==> src/rtl/multdiv_pkg.sv <==
// multdiv_pkg
//   Shared definitions for the iterative multiply/divide engine:
//   controller state encoding, default operand width and the
//   most-negative operand value used to detect divide overflow.
package multdiv_pkg;

    localparam int unsigned MD_WIDTH = 32;

    localparam logic [MD_WIDTH-1:0] MD_MOST_NEG = {1'b1, {(MD_WIDTH-1){1'b0}}};

    typedef enum logic [1:0] {
        IDLE = 2'd0,
        MULT = 2'd1,
        DIV  = 2'd2,
        DONE = 2'd3
    } state_t;

endpackage

==> src/rtl/multdiv_if.sv <==
// multdiv_if
//   Start/operand/result bundle between the datapath and multdiv_unit.
//   master: drives ctrl_MULT, ctrl_DIV, data_operandA, data_operandB;
//           observes data_result, data_resultRDY, data_exception, busy.
//   slave : the engine side (multdiv_unit).
interface multdiv_if
    import multdiv_pkg::*;
#(
    parameter int unsigned WIDTH = MD_WIDTH
);
    logic                 ctrl_MULT;
    logic                 ctrl_DIV;
    logic [WIDTH-1:0]     data_operandA;
    logic [WIDTH-1:0]     data_operandB;
    logic [2*WIDTH-1:0]   data_result;
    logic                 data_resultRDY;
    logic                 data_exception;
    logic                 busy;

    modport master (
        output ctrl_MULT, ctrl_DIV, data_operandA, data_operandB,
        input  data_result, data_resultRDY, data_exception, busy
    );

    modport slave (
        input  ctrl_MULT, ctrl_DIV, data_operandA, data_operandB,
        output data_result, data_resultRDY, data_exception, busy
    );
endinterface

==> src/rtl/multdiv_divide_step.sv <==
// divide_step
//   One iteration of unsigned restoring division, purely combinational.
//   rem_in/quot_in : current partial remainder and dividend/quotient shift register
//   divisor        : divisor magnitude
//   rem_out/quot_out : values after shift, trial subtract and restore
module divide_step
    import multdiv_pkg::*;
#(
    parameter int unsigned WIDTH = MD_WIDTH
) (
    input  logic [WIDTH-1:0] rem_in,
    input  logic [WIDTH-1:0] quot_in,
    input  logic [WIDTH-1:0] divisor,
    output logic [WIDTH-1:0] rem_out,
    output logic [WIDTH-1:0] quot_out
);
    logic [WIDTH:0] shifted;
    logic [WIDTH:0] trial;

    always_comb begin
        // One extra bit keeps the sign of the trial result when the
        // divisor magnitude is 2^(WIDTH-1).
        shifted = {rem_in, quot_in[WIDTH-1]};
        trial   = shifted - {1'b0, divisor};
        if (trial[WIDTH]) begin
            rem_out  = shifted[WIDTH-1:0];
            quot_out = {quot_in[WIDTH-2:0], 1'b0};
        end else begin
            rem_out  = trial[WIDTH-1:0];
            quot_out = {quot_in[WIDTH-2:0], 1'b1};
        end
    end
endmodule

==> src/rtl/multdiv_unit.sv <==
// multdiv_unit
//   Iterative signed WIDTHxWIDTH multiply (radix-2 Booth) and divide
//   (restoring, on magnitudes, truncating toward zero).
//   clock   : rising-edge clock
//   reset_n : asynchronous active-low reset
//   bus     : multdiv_if slave -- ctrl_MULT/ctrl_DIV start pulses, operands,
//             registered data_result ({rem, quot} for divide), one-cycle
//             data_resultRDY strobe, data_exception, busy.
module multdiv_unit
    import multdiv_pkg::*;
#(
    parameter int unsigned WIDTH = MD_WIDTH
) (
    input  logic      clock,
    input  logic      reset_n,
    multdiv_if.slave  bus
);
    localparam int unsigned       CW       = $clog2(WIDTH);
    localparam logic [CW-1:0]     LAST     = CW'(WIDTH - 1);
    localparam logic [WIDTH-1:0]  MOST_NEG = {1'b1, {(WIDTH-1){1'b0}}};

    state_t               state;
    logic [WIDTH-1:0]     a_q;
    logic [2*WIDTH:0]     acc;        // {upper, multiplier, booth bit}
    logic [WIDTH-1:0]     rem_q;
    logic [WIDTH-1:0]     quot_q;
    logic [WIDTH-1:0]     dvsr_q;
    logic                 neg_quot_q;
    logic                 neg_rem_q;
    logic                 ovf_q;
    logic [CW-1:0]        cnt;
    logic [2*WIDTH-1:0]   result_q;
    logic                 rdy_q;
    logic                 exc_q;
    logic                 busy_q;

    // Start decode
    logic                 accept;
    logic                 start_mult;
    logic                 start_div;
    logic [WIDTH-1:0]     a_mag;
    logic [WIDTH-1:0]     b_mag;
    logic                 b_zero;
    logic                 div_ovf;

    always_comb begin
        accept     = (state == IDLE) || (state == DONE);
        start_mult = accept && bus.ctrl_MULT;
        start_div  = accept && !bus.ctrl_MULT && bus.ctrl_DIV;
        a_mag      = bus.data_operandA[WIDTH-1] ? -bus.data_operandA : bus.data_operandA;
        b_mag      = bus.data_operandB[WIDTH-1] ? -bus.data_operandB : bus.data_operandB;
        b_zero     = (bus.data_operandB == '0);
        div_ovf    = (bus.data_operandA == MOST_NEG) && (bus.data_operandB == '1);
    end

    // Booth step: the sum is formed one bit wider so that adding or
    // subtracting the most-negative A cannot overflow before the shift.
    logic [WIDTH:0]       upper_ext;
    logic [WIDTH:0]       a_ext;
    logic [WIDTH:0]       booth_sum;
    logic [2*WIDTH:0]     acc_next;

    always_comb begin
        upper_ext = {acc[2*WIDTH], acc[2*WIDTH:WIDTH+1]};
        a_ext     = {a_q[WIDTH-1], a_q};
        case (acc[1:0])
            2'b01:   booth_sum = upper_ext + a_ext;
            2'b10:   booth_sum = upper_ext - a_ext;
            default: booth_sum = upper_ext;
        endcase
        acc_next = {booth_sum, acc[WIDTH:1]};
    end

    // Division step and sign fixup
    logic [WIDTH-1:0]     rem_nx;
    logic [WIDTH-1:0]     quot_nx;
    logic [WIDTH-1:0]     quot_fix;
    logic [WIDTH-1:0]     rem_fix;

    divide_step #(.WIDTH(WIDTH)) u_divide_step (
        .rem_in   (rem_q),
        .quot_in  (quot_q),
        .divisor  (dvsr_q),
        .rem_out  (rem_nx),
        .quot_out (quot_nx)
    );

    always_comb begin
        quot_fix = neg_quot_q ? -quot_nx : quot_nx;
        rem_fix  = neg_rem_q  ? -rem_nx  : rem_nx;
    end

    always_ff @(posedge clock or negedge reset_n) begin
        if (!reset_n) begin
            state      <= IDLE;
            a_q        <= '0;
            acc        <= '0;
            rem_q      <= '0;
            quot_q     <= '0;
            dvsr_q     <= '0;
            neg_quot_q <= 1'b0;
            neg_rem_q  <= 1'b0;
            ovf_q      <= 1'b0;
            cnt        <= '0;
            result_q   <= '0;
            rdy_q      <= 1'b0;
            exc_q      <= 1'b0;
            busy_q     <= 1'b0;
        end else begin
            rdy_q <= 1'b0;
            case (state)
                IDLE, DONE: begin
                    if (start_mult) begin
                        a_q    <= bus.data_operandA;
                        acc    <= {{WIDTH{1'b0}}, bus.data_operandB, 1'b0};
                        cnt    <= '0;
                        exc_q  <= 1'b0;
                        busy_q <= 1'b1;
                        state  <= MULT;
                    end else if (start_div) begin
                        a_q        <= bus.data_operandA;
                        rem_q      <= '0;
                        quot_q     <= a_mag;
                        dvsr_q     <= b_mag;
                        neg_quot_q <= bus.data_operandA[WIDTH-1] ^ bus.data_operandB[WIDTH-1];
                        neg_rem_q  <= bus.data_operandA[WIDTH-1];
                        ovf_q      <= div_ovf;
                        cnt        <= '0;
                        if (b_zero) begin
                            result_q <= '0;
                            exc_q    <= 1'b1;
                            rdy_q    <= 1'b1;
                            state    <= DONE;
                        end else begin
                            exc_q  <= 1'b0;
                            busy_q <= 1'b1;
                            state  <= DIV;
                        end
                    end else begin
                        state <= IDLE;
                    end
                end
                MULT: begin
                    acc <= acc_next;
                    cnt <= cnt + CW'(1);
                    if (cnt == LAST) begin
                        result_q <= acc_next[2*WIDTH:1];
                        rdy_q    <= 1'b1;
                        busy_q   <= 1'b0;
                        state    <= DONE;
                    end
                end
                DIV: begin
                    rem_q  <= rem_nx;
                    quot_q <= quot_nx;
                    cnt    <= cnt + CW'(1);
                    if (cnt == LAST) begin
                        result_q <= {rem_fix, quot_fix};
                        exc_q    <= ovf_q;
                        rdy_q    <= 1'b1;
                        busy_q   <= 1'b0;
                        state    <= DONE;
                    end
                end
                default: state <= IDLE;
            endcase
        end
    end

    assign bus.data_result    = result_q;
    assign bus.data_resultRDY = rdy_q;
    assign bus.data_exception = exc_q;
    assign bus.busy           = busy_q;
endmodule

==> src/flat_wrapper.sv <==
// flat-port wrapper written by rule: the top's interface ports become plain ports
module multdiv_unit_flat import multdiv_pkg::*;
#(
    parameter int unsigned WIDTH = MD_WIDTH
)
  (clock, reset_n, bus_ctrl_MULT, bus_ctrl_DIV, bus_data_operandA, bus_data_operandB, bus_data_result, bus_data_resultRDY, bus_data_exception, bus_busy);
  multdiv_if #(.WIDTH(WIDTH)) bus_i ();
  input  logic clock;
  input  logic reset_n;
  input wire logic [$bits(bus_i.ctrl_MULT)-1:0] bus_ctrl_MULT;
  input wire logic [$bits(bus_i.ctrl_DIV)-1:0] bus_ctrl_DIV;
  input wire logic [$bits(bus_i.data_operandA)-1:0] bus_data_operandA;
  input wire logic [$bits(bus_i.data_operandB)-1:0] bus_data_operandB;
  output wire logic [$bits(bus_i.data_result)-1:0] bus_data_result;
  output wire logic [$bits(bus_i.data_resultRDY)-1:0] bus_data_resultRDY;
  output wire logic [$bits(bus_i.data_exception)-1:0] bus_data_exception;
  output wire logic [$bits(bus_i.busy)-1:0] bus_busy;
  assign bus_i.ctrl_MULT = bus_ctrl_MULT;
  assign bus_i.ctrl_DIV = bus_ctrl_DIV;
  assign bus_i.data_operandA = bus_data_operandA;
  assign bus_i.data_operandB = bus_data_operandB;
  assign bus_data_result = bus_i.data_result;
  assign bus_data_resultRDY = bus_i.data_resultRDY;
  assign bus_data_exception = bus_i.data_exception;
  assign bus_busy = bus_i.busy;
  multdiv_unit #(.WIDTH(WIDTH)) u_core (.clock(clock), .reset_n(reset_n), .bus(bus_i));
endmodule
==> config.mk <==
export PLATFORM = sky130hd
export DESIGN_NAME = multdiv_unit_flat
export DESIGN_NICKNAME = d
export VERILOG_FILES = /design/src/rtl/multdiv_pkg.sv /design/src/rtl/multdiv_if.sv /design/src/rtl/multdiv_divide_step.sv /design/src/rtl/multdiv_unit.sv /design/src/flat_wrapper.sv
export SDC_FILE = /design/constraint.sdc
export NUM_CORES = 1
export LEC_CHECK = 0
export BUFFER_PORTS_ARGS = -buffer_cell sky130_fd_sc_hd__buf_2
export CAP_MARGIN = 20
export CORE_MARGIN = 3
export CORE_UTILIZATION = 56
export DETAILED_ROUTE_END_ITERATION = 8
export GPL_TIMING_DRIVEN = 0
export PLACE_DENSITY = 0.79
export SYNTH_ARGS = -nofsm -noshare
export SYNTH_HDL_FRONTEND = slang
export SYNTH_SLANG_ARGS = --single-unit
==> constraint.sdc <==
create_clock -name clock -period 4.75 [get_ports clock]
set_clock_uncertainty 0.1 [all_clocks]
set_input_delay 0.7125 -clock clock [delete_from_list [all_inputs] [get_ports clock]]
set_output_delay 0.7125 -clock clock [all_outputs]
set_load 0.02 [all_outputs]
==> results of run 1 <==
-- worst reg2reg max path: stages, from the launching register on --
cell and delay (ps):
dfrtp_2 430, ha_4 190, inv_4 40, fa_2 360
a211oi_4 330, o31ai_4 90, o211a_1 290, o211a_1 280
or3_4 380, nand2_8 120, inv_8 50, mux2i_4 220
ha_4 180, buf_4 130, nor3b_4 220, nand4_1 170
o41ai_4 80, buf_4 190, and3_4 180, nand4_1 180
o21ai_2 280, xnor2_2 180, o211ai_1 140
-- per-stage QoR --
stage	power [mW]	cells	hold slack, ps
finish	18.4	3006	28.2
global route	19.4	3006	87.4
CTS	17.3	2988	65.6
detailed placement	14.1	2873	365
global placement	13.9	2871	355
floorplan	10.8	2298	317
-- area by class of cell --
cell class	instances	area (um^2)	area share
diodes	1	2.50	0.000109
plain buffers	125	520	0.0227
clock buffers	44	873	0.0382
clock inverters	7	88.8	0.00388
inverters	79	307	0.0134
multi-input cells	1819	12400	0.541
flip-flops and latches	270	6760	0.295
well taps	442	553	0.0242
repair buffers	219	1390	0.0608
-- synthesized netlist by cell type (all sizes together) (6+ instances only) --
master / instances
and2: 12
nand3: 31
or2: 10
mux2: 37
ha: 75
a31oi: 14
o41ai: 22
clkbuf: 109
or4: 22
a22o: 7
a21oi: 132
xor2: 100
a21o: 25
nand2: 364
inv: 78
nor4: 17
a211oi: 11
xnor2: 95
nor3: 39
nor2: 124
buf: 21
nor3b: 6
and3: 16
nor2b: 15
nand4: 19
or3: 29
nand2b: 15
o211ai: 11
dfrtp: 270
o31ai: 48
o21a: 11
o21ai: 319
a21boi: 23
a22oi: 32
mux2i: 57
-- worst max path at each step --
stage	from	end	slack, ps
2_1_floorplan	u_core.quot_q[31]	u_core.bus.data_result[58]	-40
3_3_place_gp	reset_n	u_core.rem_q[5]	-2040
3_5_place_dp	u_core.quot_q[31]	u_core.bus.data_result[60]	-1030
4_1_cts	u_core.quot_q[31]	u_core.bus.data_result[54]	-400
5_1_grt	u_core.quot_q[31]	u_core.bus.data_result[60]	-360
6_report	u_core.dvsr_q[0]	u_core.bus.data_result[60]	-280
-- per-layer routing --
| metal | wire length [um] | vias to the layer above | part of all wire | track usage |
|---|---|---|---|---|
| met5 | 0 | - | 0 | 0 |
| met3 | 6730 | 169 | 0.099 | 0.0678 |
| met2 | 30200 | 1101 | 0.44 | 0.568 |
| met1 | 28700 | 9436 | 0.42 | 0.518 |
| met4 | 2560 | 0 | 0.037 | 0.117 |
| li1 | - | 8705 | - | - |
-- state kept, by name, summed over array words and instances, names as in the netlist --
| register | count |
|---|---|
| u_core.bus.data_result | 64 |
| u_core.dvsr_q | 32 |
| u_core.acc | 65 |
| u_core.bus.data_exception | 1 |
| u_core.state | 2 |
| u_core.neg_quot_q | 1 |
| u_core.bus.data_resultRDY | 1 |
| u_core.quot_q | 32 |
| u_core.cnt | 5 |
| u_core.a_q | 32 |
| u_core.ovf_q | 1 |
| u_core.neg_rem_q | 1 |
| u_core.rem_q | 32 |
| u_core.bus.busy | 1 |
-- logic make-up after synthesis --
| logic type | synth area share |
|---|---|
| multiplexers | 0.0518 |
| XOR/XNOR | 0.0895 |
| adder cells (fa/ha/maj) | 0.0513 |
| flip-flops | 0.354 |
| AO/OA/AOI/OAI | 0.233 |
| buffers and inverters | 0.0421 |
| AND/OR/NAND/NOR | 0.178 |
-- timing repair --
action,CTS,global route
setup endpoints to repair,51,53
pin swaps,65,90
gates resized for setup,105,112
setup buffers,66,24
-- power breakdown --
part	total (mW)	switching, mW	internal, mW
Clock	2.31	0.990	1.32
Sequential	4.28	1.06	3.22
Combinational	11.8	7.34	4.43
==> impl_metrics.py, run 1 <==
metrics = {
    "status": {
        "status": "finished with violations",
        "violations": "negative setup slack",
    },
    "setup_path": {
        "path_buf_inv": 4,
        "rrSetupSlack_ps": -280,
        "crit_path_end_kind": "flip-flop",
        "worstPathRequired_ps": 5070,
        "crit_cells": 22,
        "crit_arrival_ps": 5350,
        "path_class": "reg2reg",
        "slowest_stage": "dfrtp_2",
        "crit_path_max_fanout": 5,
        "worstRegToRegCells": 22,
        "crit_chain": "ha_4 -> inv_4 -> fa_2 -> a211oi_4 -> o31ai_4 -> o211a_1 -> o211a_1 -> or3_4 -> nand2_8 -> inv_8 -> mux2i_4 -> ha_4 -> buf_4 -> nor3b_4 -> nand4_1 -> o41ai_4 -> buf_4 -> and3_4 -> nand4_1 -> o21ai_2 -> xnor2_2 -> o211ai_1",
        "critPathMaxStageDelay_ps": 430,
        "worstReg2RegEnd": "u_core.bus.data_result[60]",
        "r2r_start": "u_core.dvsr_q[0]",
        "crit_family": "compound AO/OA/AOI/OAI gates",
        "critPathLaunchType": "flip-flop",
    },
    "floorplan": {
        "core_um2": 33000,
        "die-area_um2": 36300,
        "ios": 135,
        "rows": 66,
        "die-width_um": 191,
        "fp.dieH_um": 191,
        "start_util": 0.577,
    },
    "synth": {
        "yosysSeqAreaShare": 0.354,
        "synth.avg_cell_area_um2": 8.30,
        "synth_edf_count": 0,
        "yosys.cell_types.count": 93,
        "ys_warn_count": 0,
        "synth_area_um2": 19100,
        "syn_nets": 2443,
        "yosys.area.top_type": "dfrtp_1",
        "synth_area_leaders": "dfrtp_1, nand2_1, o21ai_0",
        "ys.flop_type": "dfrtp_1",
        "synth_cells": 2298,
        "synth-seq-cells": 270,
        "async_reset_ff_frac": 1.00,
        "yosysTopAreaCellShare": 0.354,
    },
    "power_and_ir_drop": {
        "p_per_area_nw_per_um2": 802,
        "ir_worst_vdd_mv": 0.570,
        "p_leak_nw": 10.1,
    },
    "placed_design": {
        "post_dp_cell_area_um2": 20400,
        "io_buffers": 131,
        "place.gp.congestion": 0.984,
        "post-place-ws_ps": -1030,
        "dpl.hpwl_um": 51700,
    },
    "drt": {
        "wl_um": 68300,
        "wl_per_cell_um": 22.7,
        "via_per_inst": 6.46,
        "drc": 0,
        "drt_iter0_markers": 2328,
        "ant_nets": 0,
        "vias": 19400,
        "drtPass1Iterations": 6,
    },
    "grt": {
        "grt_max_degree": 103,
        "antenna_found_initial": 1,
        "grt_usage": 0.365,
        "first_global_vias": 18300,
        "grt_overflow": 0,
        "grt_first_pass_wirelength_um": 104000,
    },
    "timing": {
        "max_freq_mhz": 199,
        "rsz0062_at_grt": "true",
        "setup_viol": 13,
        "slew_headroom": 0.248,
        "worstMarginPinSlew_ps": 1100,
        "final.min_clock_period_ps": 5030,
        "fin_ws_ps": -279,
        "hold_viol_final": 0,
        "fin_crit_sh": 1.06,
        "setup_tns_ps": -1430,
        "final-max-slew-violation-count": 0,
    },
    "finish": {
        "layout_common_cells": "nand2_1, dfrtp_1, o21ai_0",
        "final_cell_area_um2": 22900,
        "fin_nets": 2689,
        "drive_gt1_frac": 0.187,
        "nFillCells": 2656,
        "utilization": 0.693,
        "area_delta_synth_final_pct": 20.0,
        "final_common_cell": "nand2_1",
    },
    "clock_network": {
        "clk_latency_ps": 610,
        "max-clock-path-buffers": 3,
        "cts_tree": "yes",
        "path_clk_slew_ps": 60,
        "hold_buffers": 0,
        "htree_levels": 1,
        "cts-root-buf": "clkbuf_16",
        "numClockSinks": 270,
        "cts_inserted_buffers": 30,
    },
    "hold_path": {
        "hold_path_class": "in2async",
    },
    "run": {
        "maxCapViolations": 0,
    },
}
Note: power is estimated with default switching activity, not from simulation.
==> run 2: changes to the inputs <==
--- a/config.mk
+++ b/config.mk
@@ -5,6 +5,7 @@
 export SDC_FILE = /design/constraint.sdc
 export NUM_CORES = 1
 export LEC_CHECK = 0
+export ABC_AREA = 1
 export BUFFER_PORTS_ARGS = -buffer_cell sky130_fd_sc_hd__buf_2
 export CAP_MARGIN = 20
 export CORE_MARGIN = 3
@@ -12,6 +13,7 @@
 export DETAILED_ROUTE_END_ITERATION = 8
 export GPL_TIMING_DRIVEN = 0
 export PLACE_DENSITY = 0.79
+export SETUP_SLACK_MARGIN = 0.3
 export SYNTH_ARGS = -nofsm -noshare
 export SYNTH_HDL_FRONTEND = slang
 export SYNTH_SLANG_ARGS = --single-unit
==> impl_metrics.py, run 2 <==
metrics = {
    "clock_network": {
        "clk_latency_ps": 610,
        "cts-root-buf": "clkbuf_16",
        "path_clk_slew_ps": 70,
        "cts_tree": "yes",
        "cts_inserted_buffers": 30,
        "numClockSinks": 270,
        "htree_levels": 1,
        "max-clock-path-buffers": 3,
    },
    "status": {
        "status": "complete, no violations",
    },
    "drt": {
        "vias": 22000,
        "ant_nets": 0,
        "drtPass1Iterations": 7,
        "via_per_inst": 5.99,
        "drt_iter0_markers": 2306,
        "wl_um": 75800,
        "wl_per_cell_um": 20.6,
        "drc": 0,
    },
    "timing": {
        "fin_ws_ps": 404,
        "final.min_clock_period_ps": 4350,
        "slew_headroom": 0.241,
        "max_freq_mhz": 230,
        "setup_viol": 0,
        "hold_viol_final": 0,
        "final-max-slew-violation-count": 0,
        "rsz0062_at_grt": "true",
        "fin_crit_sh": 0.915,
        "worstMarginPinSlew_ps": 1140,
    },
    "finish": {
        "layout_common_cells": "nand2_1, inv_1, nor2_1",
        "area_delta_synth_final_pct": 13.9,
        "drive_gt1_frac": 0.120,
        "final_common_cell": "nand2_1",
        "largest_reg_flops": 65,
        "multi_input_area_um2": 12100,
        "seq_area_um2": 6760,
        "top_register": "u_core.acc",
        "fin_nets": 3334,
        "nFillCells": 3221,
    },
    "setup_path": {
        "crit_chain": "nor3_4 -> nand4_1 -> nor3_2 -> nand2_2 -> o21ai_4 -> o21ai_2 -> o21bai_2 -> nor2_2 -> xor2_1 -> ha_1 -> a21oi_1 -> o21a_1 -> o21ai_0 -> nand2_1 -> o2111ai_1 -> a21oi_2 -> or2_2 -> nand3_1 -> nand2_1 -> nand3_1 -> nand2_1 -> nand2_1 -> nand2_1",
        "path_class": "reg2reg",
        "critPathMaxStageDelay_ps": 440,
        "critPathLaunchType": "flip-flop",
        "worstPathRequired_ps": 5160,
        "slowest_stage": "dfrtp_2",
        "r2r_start": "u_core.a_q[0]",
        "crit_arrival_ps": 4750,
        "crit_path_end_kind": "flip-flop",
        "critPathLaunch": "u_core.a_q[0]",
        "path_common_cell": "nand2_1",
        "crit_path_max_fanout": 5,
        "worstRegToRegCells": 23,
    },
    "floorplan": {
        "rows": 69,
        "die-area_um2": 38700,
        "core_um2": 35700,
        "fp.dieH_um": 197,
        "ios": 135,
        "die-width_um": 197,
        "start_util": 0.570,
    },
    "grt": {
        "grt_overflow": 0,
        "grt_usage": 0.381,
        "antenna_found_initial": 2,
        "grt_first_pass_wirelength_um": 115000,
        "first_global_vias": 20700,
        "grt_max_degree": 121,
    },
    "synth": {
        "yosysTopAreaCellShare": 0.331,
        "synth_cells": 3003,
        "ys_warn_count": 0,
        "synth-seq-cells": 270,
        "synth.avg_cell_area_um2": 6.79,
        "synth_area_leaders": "dfrtp_1, nand2_1, o21ai_0",
        "synth_edf_count": 0,
        "ys.flop_type": "dfrtp_1",
        "async_reset_ff_frac": 1.00,
        "synth_area_um2": 20400,
        "synth_most_common_cell": "nand2_1",
        "yosys.area.top_type": "dfrtp_1",
        "yosysSeqAreaShare": 0.331,
        "syn_nets": 3148,
        "yosys.cell_types.count": 59,
        "synthTopCellsByCount": "nand2_1, inv_1, nor2_1",
    },
    "hold_path": {
        "hold_path_class": "in2reg",
        "hp-start": "bus_data_operandB[1]",
        "whs_path_depth": 3,
    },
    "placed_design": {
        "dpl.hpwl_um": 60000,
        "post-place-ws_ps": -233,
        "io_buffers": 132,
        "place.gp.congestion": 1.01,
    },
    "run": {
        "maxCapViolations": 0,
    },
}
## run 2: cell types whose count changed after synthesis, sizes merged, moves of 25 or more
cell,change
a22oi,-31
a31oi,+31
clkbuf,-25
inv,+273
mux2,-29
mux2i,-57
nand2,+542
nand3,+112
nor2,+177
o21ai,-25
o31ai,-40
or3,-29
xnor2,-74
## run 2: critical path: cells and delay by family (launching register included)
family	cells	cell delay [ps]
simple gates	13	1600
xor+xnor	1	420
compound gates	8	1310
flops	1	440
fa+ha+maj	1	370
## run 2: per-stage QoR
stage | utilization | TNS (ps) | instances | area, um^2 | hold slack [ps]
2_1_floorplan | - | 0 | 3003 | 20400 | 317
3_3_place_gp | 0.605 | -545820 | 3596 | 21600 | 357
3_5_place_dp | 0.607 | -624 | 3598 | 21700 | 360
4_1_cts | 0.641 | 0 | 3660 | 22900 | 303
5_1_grt | 0.649 | 0 | 3673 | 23200 | 312
6_report | 0.649 | 0 | 3674 | 23200 | 310
## run 2: kinds of logic after synthesis
kind of cell | share of synthesized area
adder cells (fa/ha/maj) | 0.0480
multiplexers | 0.00442
buffers and inverters | 0.0913
AO/OA/AOI/OAI | 0.171
flip-flops | 0.331
XOR/XNOR | 0.0451
AND/OR/NAND/NOR | 0.309
## run 2: worst paths after layout
| check | endpoint | slack, ps |
|---|---|---|
| setup / recovery | u_core.bus.data_result[63] | 400 |
| hold / removal | u_core.acc[2] | 310 |
| setup reg to reg | u_core.bus.data_result[63] | 400 |
| hold reg to reg | u_core.bus.data_result[44] | 380 |
| max in group asynchronous | u_core.a_q[0] | 3030 |
| min in group asynchronous | u_core.rem_q[28] | 560 |
## run 2: layout make-up
type,count,share of cell area
Multi-Input combinational cell,2267,0.521
Antenna cell,1,0.000108
Clock buffer,45,0.0382
Clock inverter,10,0.00604
Timing Repair Buffer,154,0.0378
Inverter,355,0.0574
Sequential cell,270,0.291
Buffer,111,0.0236
Tap cell,461,0.0248
## run 2: layer usage
metal	global-route usage	part of all wire	wire, um
met1	0.526	0.41	30800
met2	0.609	0.45	34400
met3	0.0467	0.090	6800
met4	0.163	0.051	3850
met5	0	0	0
## run 2: timing repair
action                                  4_1_cts  5_1_grt
buffers inserted                              6       13
hold buffers                                  1        0
endpoints found under the setup margin       29       34
gates cloned                                  0        0
resized for setup                            29       54
hold endpoints to repair                     51        0
pin swaps                                     7       19
Power of run 2 is left out: the tool's default activity adds up to more than one toggle a clock period on the data nets, which glitch-free logic cannot reach.
